## config.mk

```make
export PLATFORM = sky130hd
export DESIGN_NAME = conv_result_collector_flat
export DESIGN_NICKNAME = d
export VERILOG_FILES = /design/src/rtl/conv_result_collector_if.sv /design/src/rtl/conv_result_collector.sv /design/src/flat_wrapper.sv
export SDC_FILE = /design/constraint.sdc
export NUM_CORES = 1
export LEC_CHECK = 0
export CORE_MARGIN = 3
export CORE_UTILIZATION = 45
export DETAILED_ROUTE_END_ITERATION = 12
export GPL_TIMING_DRIVEN = 0
export SLEW_MARGIN = 20
export SYNTH_ARGS = -nofsm -noshare
export SYNTH_HDL_FRONTEND = slang
export SYNTH_SLANG_ARGS = --single-unit
```

## constraint.sdc

```tcl
create_clock -name clk -period 3.7 [get_ports clk]
set_input_delay 0.74 -clock clk [delete_from_list [all_inputs] [get_ports clk]]
set_output_delay 0.74 -clock clk [all_outputs]
set_load 0.01 [all_outputs]
```

## src/rtl/conv_result_collector_if.sv

```systemverilog
// Stream bundle between the convolution engine, the result collector and writeback.
// master = collector side (sinks the engine stream, sources the tagged m_ stream); slave = environment side.
interface conv_result_collector_if #(
    parameter int OUT_WIDTH = 32
);
    logic [OUT_WIDTH-1:0] result;
    logic                 valid;
    logic [OUT_WIDTH-1:0] m_data;
    logic                 m_valid;
    logic                 m_ready;
    logic                 m_last_col;
    logic                 m_last;

    modport master (
        input  result, valid, m_ready,
        output m_data, m_valid, m_last_col, m_last
    );

    modport slave (
        output result, valid, m_ready,
        input  m_data, m_valid, m_last_col, m_last
    );
endinterface

```

## src/rtl/conv_result_collector.sv

```systemverilog
// Buffers the engine's no-backpressure result stream in a FIFO and re-emits it valid/ready, tagged with row/frame end.
// Latency: registered first-word-fall-through, one cycle from push to m_valid. Backpressure: none upstream; when full without a pop, results are dropped and counted.
// Build option: CONV_COLLECT_RELU_EN clamps negative results to zero at push time.
module conv_result_collector #(
    parameter int OUT_WIDTH = 32,
    parameter int DEPTH     = 16,
    parameter int OUT_COLS  = 30,
    parameter int OUT_ROWS  = 30
) (
    input  logic                     clk,
    input  logic                     rst,
    input  logic                     clear,
    conv_result_collector_if.master  bus,
    output logic                     frame_done,
    output logic                     overflow,
    output logic [15:0]              drop_cnt,
    output logic [$clog2(DEPTH):0]   level
);
    localparam int AW = $clog2(DEPTH);
    localparam int LW = AW + 1;
    localparam int CW = (OUT_COLS > 1) ? $clog2(OUT_COLS) : 1;
    localparam int RW = (OUT_ROWS > 1) ? $clog2(OUT_ROWS) : 1;
    localparam logic [LW-1:0] FULL    = LW'(DEPTH);
    localparam logic [CW-1:0] COL_MAX = CW'(OUT_COLS - 1);
    localparam logic [RW-1:0] ROW_MAX = RW'(OUT_ROWS - 1);

    logic [OUT_WIDTH-1:0] mem [DEPTH];
    logic [AW-1:0]        wr_ptr;
    logic [AW-1:0]        rd_ptr;
    logic [CW-1:0]        col_cnt;
    logic [RW-1:0]        row_cnt;
    logic [OUT_WIDTH-1:0] wdata;
    logic                 push;
    logic                 pop;
    logic                 at_col_end;
    logic                 at_row_end;

    assign pop  = bus.m_valid && bus.m_ready;
    assign push = bus.valid && ((level < FULL) || pop);

    always_comb begin
`ifdef CONV_COLLECT_RELU_EN
        wdata = bus.result[OUT_WIDTH-1] ? '0 : bus.result;
`else
        wdata = bus.result;
`endif
    end

    // Head is read straight out of storage; level is a register, so valid never reaches m_valid combinationally.
    assign bus.m_valid    = (level != '0);
    assign bus.m_data     = bus.m_valid ? mem[rd_ptr] : '0;
    assign at_col_end     = (col_cnt == COL_MAX);
    assign at_row_end     = (row_cnt == ROW_MAX);
    assign bus.m_last_col = bus.m_valid && at_col_end;
    assign bus.m_last     = bus.m_valid && at_col_end && at_row_end;

    // At full with a simultaneous pop, wr_ptr equals rd_ptr: the head leaves on the same edge it is overwritten.
    always_ff @(posedge clk) begin
        if (push && !clear) begin
            mem[wr_ptr] <= wdata;
        end
    end

    always_ff @(posedge clk or posedge rst) begin
        if (rst) begin
            wr_ptr     <= '0;
            rd_ptr     <= '0;
            level      <= '0;
            col_cnt    <= '0;
            row_cnt    <= '0;
            overflow   <= 1'b0;
            drop_cnt   <= '0;
            frame_done <= 1'b0;
        end else if (clear) begin
            wr_ptr     <= '0;
            rd_ptr     <= '0;
            level      <= '0;
            col_cnt    <= '0;
            row_cnt    <= '0;
            overflow   <= 1'b0;
            drop_cnt   <= '0;
            frame_done <= 1'b0;
        end else begin
            if (push) begin
                wr_ptr <= wr_ptr + 1'b1;
            end
            if (pop) begin
                rd_ptr <= rd_ptr + 1'b1;
            end
            if (push && !pop) begin
                level <= level + 1'b1;
            end else if (!push && pop) begin
                level <= level - 1'b1;
            end

            if (bus.valid && !push) begin
                overflow <= 1'b1;
                if (drop_cnt != 16'hFFFF) begin
                    drop_cnt <= drop_cnt + 16'd1;
                end
            end

            frame_done <= pop && bus.m_last;

            // Position advances on delivery, not arrival, so drops shift the frame end rather than corrupt tags.
            if (pop) begin
                if (at_col_end) begin
                    col_cnt <= '0;
                    row_cnt <= at_row_end ? '0 : row_cnt + 1'b1;
                end else begin
                    col_cnt <= col_cnt + 1'b1;
                end
            end
        end
    end
endmodule

```

## src/flat_wrapper.sv

```systemverilog
// flat-port wrapper written by rule: the top's interface ports become plain ports
module conv_result_collector_flat 
#(
    parameter int OUT_WIDTH = 32,
    parameter int DEPTH     = 16,
    parameter int OUT_COLS  = 30,
    parameter int OUT_ROWS  = 30
)
  (clk, rst, clear, frame_done, overflow, drop_cnt, level, bus_result, bus_valid, bus_m_ready, bus_m_data, bus_m_valid, bus_m_last_col, bus_m_last);
  conv_result_collector_if #(.OUT_WIDTH(OUT_WIDTH)) bus_i ();
  input  logic clk;
  input  logic rst;
  input  logic clear;
  output logic frame_done;
  output logic overflow;
  output logic [15:0] drop_cnt;
  output logic [$clog2(DEPTH):0] level;
  input wire logic [$bits(bus_i.result)-1:0] bus_result;
  input wire logic [$bits(bus_i.valid)-1:0] bus_valid;
  input wire logic [$bits(bus_i.m_ready)-1:0] bus_m_ready;
  output wire logic [$bits(bus_i.m_data)-1:0] bus_m_data;
  output wire logic [$bits(bus_i.m_valid)-1:0] bus_m_valid;
  output wire logic [$bits(bus_i.m_last_col)-1:0] bus_m_last_col;
  output wire logic [$bits(bus_i.m_last)-1:0] bus_m_last;
  assign bus_i.result = bus_result;
  assign bus_i.valid = bus_valid;
  assign bus_i.m_ready = bus_m_ready;
  assign bus_m_data = bus_i.m_data;
  assign bus_m_valid = bus_i.m_valid;
  assign bus_m_last_col = bus_i.m_last_col;
  assign bus_m_last = bus_i.m_last;
  conv_result_collector #(.OUT_WIDTH(OUT_WIDTH), .DEPTH(DEPTH), .OUT_COLS(OUT_COLS), .OUT_ROWS(OUT_ROWS)) u_core (.clk(clk), .rst(rst), .clear(clear), .bus(bus_i), .frame_done(frame_done), .overflow(overflow), .drop_cnt(drop_cnt), .level(level));
endmodule
```

# Word level (Yosys, flattened, before mapping)
# Memories as Yosys holds them, arrays and structs flattened.
# Cells that the tools add are included.
[classes] add_sub_neg=7 magnitude_cmp=1 eq_ne=3 mux=23 n_reduce_logical=22
[op_table] op="$mux W5" count=10
[op_table] op="$mux W16" count=3
[op_table] op="$mux W32" count=1
[op_table] op="$add A16 B1 Y16 const B" count=1
[op_table] op="$mux W4" count=4
[op_table] op="$ne A16 B16 Y1 const B" count=1
[op_table] op="$add A5 B1 Y5 const B" count=3
[op_table] op="$eq A5 B5 Y1 const B" count=2
[op_table] op="$reduce_bool A2 Y1" count=5
[op_table] op="$logic_and A1 B1 Y1" count=9
[op_table] op="$add A4 B1 Y4 const B" count=2
[op_table] op="$lt A5 B5 Y1 const B" count=1
[op_table] op="$mux W1" count=5
[op_table] op="$reduce_bool A5 Y1" count=1
[op_table] op="$sub A5 B1 Y5 const B" count=1
[op_table] op="$reduce_and A2 Y1" count=2
[op_table] op="$logic_not A1 Y1" count=3
[op_table] op="$reduce_bool A3 Y1" count=1
[op_table] op="$logic_or A1 B1 Y1" count=1
[totals] register_bits=41 ram_bits=512 in_bits=37 out_inout_bits=58 word_cells=65 n_memories=1
[mem_list] name="u_core.mem" words=16 word_bits=32 rd=1 rd_clocked_by_memory_dff=0 write_ports=1 line_no="conv_result_collector.sv:27" rtl="logic [OUT_WIDTH-1:0] mem [DEPTH];"

# Depth between registers and ports, before layout
[logic_depth] depth_word=9 ltp_mapped=8 depth_no_buf=7

# Least setup slack after synthesis
# Ideal clock, no wire load.
[synth_timing] kind="input port to flip-flop" start="input port bus_m_ready" end="memory u_core.mem[12][0], enable pin" setup_time_ps=392 t_arrival_ps=2469 required_ps=3308 path_slack_ps=839 cell_stages=5 n_path_buf=1 path_cell_list="buf_2 > nand2b_1 > nand2_1 > nor4b_1 > and2_1"
[synth_between] elab_chain_len=6
[synth_rtl] item="from (decl)" line_no="flat_wrapper.sv:20" rtl="input wire logic [$bits(bus_i.m_ready)-1:0] bus_m_ready;"
[synth_rtl] item="$logic_and A1 B1 Y1" line_no="conv_result_collector.sv:38" rtl="assign pop = bus.m_valid && bus.m_ready;"
[synth_rtl] item="$logic_or A1 B1 Y1" line_no="conv_result_collector.sv:39" rtl="assign push = bus.valid && ((level < FULL) || pop);"
[synth_rtl] item="$logic_and A1 B1 Y1" line_no="conv_result_collector.sv:39"
[synth_rtl] item="$logic_and A1 B1 Y1" line_no="conv_result_collector.sv:59" rtl="if (push && !clear) begin"
[synth_rtl] item="$mux W1" line_no="conv_result_collector.sv:59"
[synth_rtl] item="$mux W1 (not written as such)" line_no="conv_result_collector.sv:60" rtl="mem[wr_ptr] <= wdata;"
[synth_rtl] item="to (decl)" line_no="conv_result_collector.sv:27"
# No other way between the ends.

# Worst setup path after layout
[layout_timing] start="register u_core.level[2]" end="output port bus_m_data[21]"
[layout_between] elab_chain_len=2
[layout_rtl] item="from (decl)" line_no="conv_result_collector.sv:17" rtl="output logic [$clog2(DEPTH):0] level"
[layout_rtl] item="from (signal assigned)" line_no="conv_result_collector.sv:91" rtl="level <= level + 1'b1;"
[layout_rtl] item="from (signal assigned)" line_no="conv_result_collector.sv:93" rtl="level <= level - 1'b1;"
[layout_rtl] item="$reduce_bool A5 Y1" line_no="conv_result_collector.sv:50" rtl="assign bus.m_valid = (level != '0);"
[layout_rtl] item="$mux W32" line_no="conv_result_collector.sv:51" rtl="assign bus.m_data = bus.m_valid ? mem[rd_ptr] : '0;"
[layout_rtl] item="to (decl)" line_no="flat_wrapper.sv:21" rtl="output wire logic [$bits(bus_i.m_data)-1:0] bus_m_data;"
# No other way between the ends.

==> metrics.txt <==
# TYPE chip_impl_metric gauge
chip_impl_metric{name="p_sw",unit="mW"} 4.247
chip_impl_metric{name="dieWidth",unit="microns"} 226.8
chip_impl_metric{name="final_cells",unit=""} 1881
chip_impl_metric{name="design.core.area",unit="sq um"} 47950
chip_impl_metric{name="areaGrowthSynthToFinish",unit="%"} 17.58
chip_impl_metric{name="power.density",unit="nW/um^2"} 617.5
chip_impl_metric{name="synthesis.nets",unit=""} 1111
chip_impl_metric{name="detailedRoute.firstIterationViolations",unit=""} 956
chip_impl_info{name="synth_top_cells_by_area",value="sky130_fd_sc_hd__edfxtp_1, sky130_fd_sc_hd__mux4_2, sky130_fd_sc_hd__dfrtp_1, sky130_fd_sc_hd__mux2i_1, sky130_fd_sc_hd__o22ai_1"} 1
chip_impl_info{name="netlist_top_cells_count",value="sky130_fd_sc_hd__edfxtp_1, sky130_fd_sc_hd__mux4_2, sky130_fd_sc_hd__mux2i_1"} 1
chip_impl_metric{name="cts-buffers-inserted",unit=""} 56
chip_impl_metric{name="worst-r2r-cell-count",unit=""} 7
chip_impl_metric{name="total_power",unit="mW"} 15.93
chip_impl_info{name="worstSetupStartpointType",value="flop"} 1
chip_impl_info{name="criticalPathCategory",value="flop to output pin"} 1
chip_impl_info{name="rsz0062_at_grt",value="false"} 1
chip_impl_metric{name="arrival",unit="ps"} 2830
chip_impl_metric{name="postSynthRegisterBits",unit=""} 553
chip_impl_metric{name="hold-worst-slack",unit="ps"} 476.3
chip_impl_metric{name="synth_enable_flop_cells",unit=""} 512
chip_impl_metric{name="clk_transition_reported_paths",unit="ps"} 60
chip_impl_metric{name="power_frac_comb",unit=""} 0.233
chip_impl_info{name="timing.hold.worst.class",value="primary input to flop"} 1
chip_impl_metric{name="detail_route.drc_violations",unit=""} 0
chip_impl_metric{name="numClockSinks",unit=""} 553
chip_impl_metric{name="firstDrtPassIters",unit=""} 5
chip_impl_metric{name="final_layout_size_suffix_gt1_frac",unit=""} 0.2409
chip_impl_metric{name="crit_path_max_fanout",unit=""} 10
chip_impl_info{name="status",value="completed"} 1
chip_impl_metric{name="timing_max_transition_violations_final",unit=""} 0
chip_impl_metric{name="holdPathStages",unit=""} 3
chip_impl_metric{name="numPortBuffers",unit=""} 93
chip_impl_metric{name="std_cell_rows",unit=""} 80
chip_impl_metric{name="maximum_root_to_sink_buffer_count",unit=""} 3
chip_impl_metric{name="avgRoutedWirePerCell",unit="microns"} 26.00
chip_impl_metric{name="share_clk_of_total_power",unit=""} 0.323
chip_impl_metric{name="layout.nets",unit=""} 1276
chip_impl_metric{name="fmax",unit="MHz"} 279.9
chip_impl_metric{name="dp.cells",unit=""} 1778
chip_impl_metric{name="cts.hold.buffers_added",unit=""} 0
chip_impl_info{name="cts_tree",value="done"} 1
chip_impl_metric{name="p_int",unit="mW"} 11.68
chip_impl_metric{name="globalRoute.totalOverflow",unit=""} 0
chip_impl_metric{name="maxCapViolations",unit=""} 0
chip_impl_metric{name="worst-slew-pin-transition",unit="ps"} 788.9
chip_impl_metric{name="post-synth-top-area-fraction",unit=""} 0.7007
chip_impl_metric{name="drt.antenna.violating_nets",unit=""} 0
chip_impl_info{name="netlist.top_cell.by_area",value="sky130_fd_sc_hd__edfxtp_1"} 1
chip_impl_metric{name="finalCritPeriodShare",unit=""} 0.9658
chip_impl_metric{name="timing.clock.skew",unit="ps"} 16.47
chip_impl_info{name="synthFlopType",value="sky130_fd_sc_hd__edfxtp_1"} 1
chip_impl_metric{name="synthArstFlopShare",unit=""} 0.07414
chip_impl_metric{name="initial_utilization",unit=""} 0.4577
chip_impl_metric{name="antenna_found_initial",unit=""} 0
chip_impl_metric{name="global_route.usage.total",unit=""} 0.1956
chip_impl_metric{name="routed_via_density",unit=""} 5.803
chip_impl_metric{name="syn-cell-area",unit="sq um"} 21940
chip_impl_info{name="global_route.peak_usage_layer",value="met2"} 1
chip_impl_metric{name="dr_total_vias",unit=""} 10920
chip_impl_metric{name="power.static_leakage",unit="nW"} 8.231
chip_impl_metric{name="cp.required",unit="ps"} 2960
chip_impl_metric{name="power.ir.vdd_worst",unit="V"} 0.0003731
chip_impl_metric{name="sequential_to_total_area_share_from_yosys_stat",unit=""} 0.7474
chip_impl_metric{name="setup_viol_count_final",unit=""} 0
chip_impl_metric{name="grt_use_met3",unit=""} 0.02978
chip_impl_metric{name="postSynthCellCount",unit=""} 1059
chip_impl_metric{name="timing.slew.headroom",unit=""} 0.4667
chip_impl_metric{name="io-pin-count",unit=""} 95
chip_impl_metric{name="finalHoldViolations",unit=""} 0
chip_impl_metric{name="finalSetupTns",unit="ps"} 0
chip_impl_metric{name="place_hpwl",unit="microns"} 29190
chip_impl_metric{name="grt.met2_usage",unit=""} 0.3226
chip_impl_metric{name="dieArea",unit="sq um"} 51450
chip_impl_info{name="cts-root-buf",value="sky130_fd_sc_hd__clkbuf_16"} 1
chip_impl_metric{name="grt_max_degree",unit=""} 33
chip_impl_metric{name="die_height",unit="microns"} 226.8
chip_impl_metric{name="grt_use_met1",unit=""} 0.2756
chip_impl_metric{name="yosys_warnings",unit=""} 0
chip_impl_metric{name="gp_routability_congestion",unit=""} 0.7377
chip_impl_metric{name="power.sequential.fraction",unit=""} 0.444
chip_impl_metric{name="switching_share",unit=""} 0.2666
chip_impl_metric{name="routed_wirelength",unit="microns"} 48900
chip_impl_metric{name="postLayoutCellArea",unit="sq um"} 25800
chip_impl_metric{name="worstSkewPairLatency",unit="ps"} 590
chip_impl_metric{name="period_minus_slack",unit="ps"} 3573
chip_impl_metric{name="num_antenna_cells",unit=""} 0
chip_impl_metric{name="synthDistinctLibCells",unit=""} 63
chip_impl_metric{name="placement.cell_area",unit="sq um"} 23910
chip_impl_metric{name="first_global_vias",unit=""} 11410
chip_impl_info{name="critPathCaptureType",value="output pin"} 1
chip_impl_metric{name="grt_first_pass_wirelength",unit="microns"} 73150
chip_impl_metric{name="syn-mean-instance-area",unit="sq um"} 20.72
chip_impl_info{name="yosys.cell_count.top_type",value="sky130_fd_sc_hd__edfxtp_1"} 1
chip_impl_metric{name="clock_tree.htree_level_count",unit=""} 2
-- what timing repair did --
| item | in CTS | in global routing |
|---|---|---|
| setup buffers | 0 | 3 |
| resized for setup | 81 | 19 |
| setup endpoints to repair | 32 | 21 |
| pin swaps | 0 | 1 |
| endpoints found under the hold margin | 0 | 0 |
-- final timing paths --
kind / slack [ps] / to / startpoint
max: 130 / bus_m_data[21] / u_core.level[2]
min: 480 / u_core.wr_ptr[1] / bus_valid
max reg2reg: 980 / u_core.level[4] / u_core.level[0]
min reg2reg: 510 / u_core.overflow / u_core.overflow
max in group asynchronous: 2640 / u_core.level[1] / rst
min in group asynchronous: 540 / u_core.wr_ptr[0] / rst
-- power groups by stage --
stage	clock [mW]	combinational [mW]	sequential, mW
after floorplan	0	2.10	7.19
after global placement	0	3.56	7.20
after detailed placement	0	3.61	7.20
after CTS	5.28	3.71	7.07
after global routing	5.52	3.98	7.09
final	5.15	3.71	7.08
-- metrics by stage --
step                      setup WS, ps    util
after floorplan                  839.5       -
after global placement          -980.0  0.4931
after detailed placement        -15.93  0.4988
after CTS                       -27.17  0.5364
after global routing             4.695  0.5381
final                            126.7  0.5381
-- layer usage --
layer	routed length, microns	share of wire
met4	897	0.018
met3	2619	0.054
met1	21270	0.44
met5	0	0
met2	24110	0.49
-- layout make-up --
| cell class | count | area, sq um |
|---|---|---|
| fill | 3683 | 22150 |
| sequential | 553 | 16400 |
| multi-input combinational | 436 | 5248 |
| clock buffer | 70 | 1495 |
| timing repair buffer | 107 | 1192 |
| tap | 615 | 769.5 |
| buffer | 53 | 462.9 |
| clock inverter | 30 | 163.9 |
| inverter | 17 | 66.31 |
-- critical path: stages (launching register included) --
cell and delay (ps):
sky130_fd_sc_hd__dfrtp_2 450, sky130_fd_sc_hd__or4_4 580, sky130_fd_sc_hd__nor2_4 150, sky130_fd_sc_hd__inv_4 100
sky130_fd_sc_hd__nand2b_4 160, sky130_fd_sc_hd__buf_8 190, sky130_fd_sc_hd__o22ai_1 110, sky130_fd_sc_hd__clkdlybuf4s50_1 490
-- layout by cell type, fill, tap and decap left out, types with 5 or more instances in the layout --
cell	n
sky130_fd_sc_hd__edfxtp_1	512
sky130_fd_sc_hd__mux4_2	128
sky130_fd_sc_hd__clkdlybuf4s50_1	78
sky130_fd_sc_hd__mux2i_1	63
sky130_fd_sc_hd__clkbuf_16	57
sky130_fd_sc_hd__dfrtp_1	39
sky130_fd_sc_hd__o22ai_1	31
sky130_fd_sc_hd__a21oi_1	22
sky130_fd_sc_hd__buf_4	20
sky130_fd_sc_hd__nand3_1	17
sky130_fd_sc_hd__nor2_1	17
sky130_fd_sc_hd__clkbuf_1	15
sky130_fd_sc_hd__inv_1	15
sky130_fd_sc_hd__nand2_1	14
sky130_fd_sc_hd__ha_1	14
sky130_fd_sc_hd__clkinv_2	14
sky130_fd_sc_hd__buf_6	13
sky130_fd_sc_hd__clkinv_1	13
sky130_fd_sc_hd__dlygate4sd2_1	11
sky130_fd_sc_hd__or4_1	10
sky130_fd_sc_hd__and2_2	10
sky130_fd_sc_hd__or3_1	8
sky130_fd_sc_hd__o31ai_1	8
sky130_fd_sc_hd__buf_12	8
sky130_fd_sc_hd__nand4_1	7
sky130_fd_sc_hd__o211ai_1	7
sky130_fd_sc_hd__and2_4	7
sky130_fd_sc_hd__buf_8	7
sky130_fd_sc_hd__and4_1	5
sky130_fd_sc_hd__buf_2	5
sky130_fd_sc_hd__o21ai_0	5
-- flip-flops by register name, summed over array words and instances (netlist names) --
register and cells:
u_core.level 5, u_core.drop_cnt 16, u_core.row_cnt 5, u_core.mem 512, u_core.frame_done 1, u_core.rd_ptr 4
u_core.overflow 1, u_core.wr_ptr 4, u_core.col_cnt 5
-- kinds of logic after synthesis --
kind of cell / synth area share
flip-flops: 0.7474
multiplexers: 0.1628
AND/OR/NAND/NOR: 0.03370
AO/OA/AOI/OAI: 0.02879
buffers and inverters: 0.01602
adder cells (fa/ha/maj): 0.008895
XOR/XNOR: 0.002395
No activity file was read; power rests on OpenSTA's default activity.
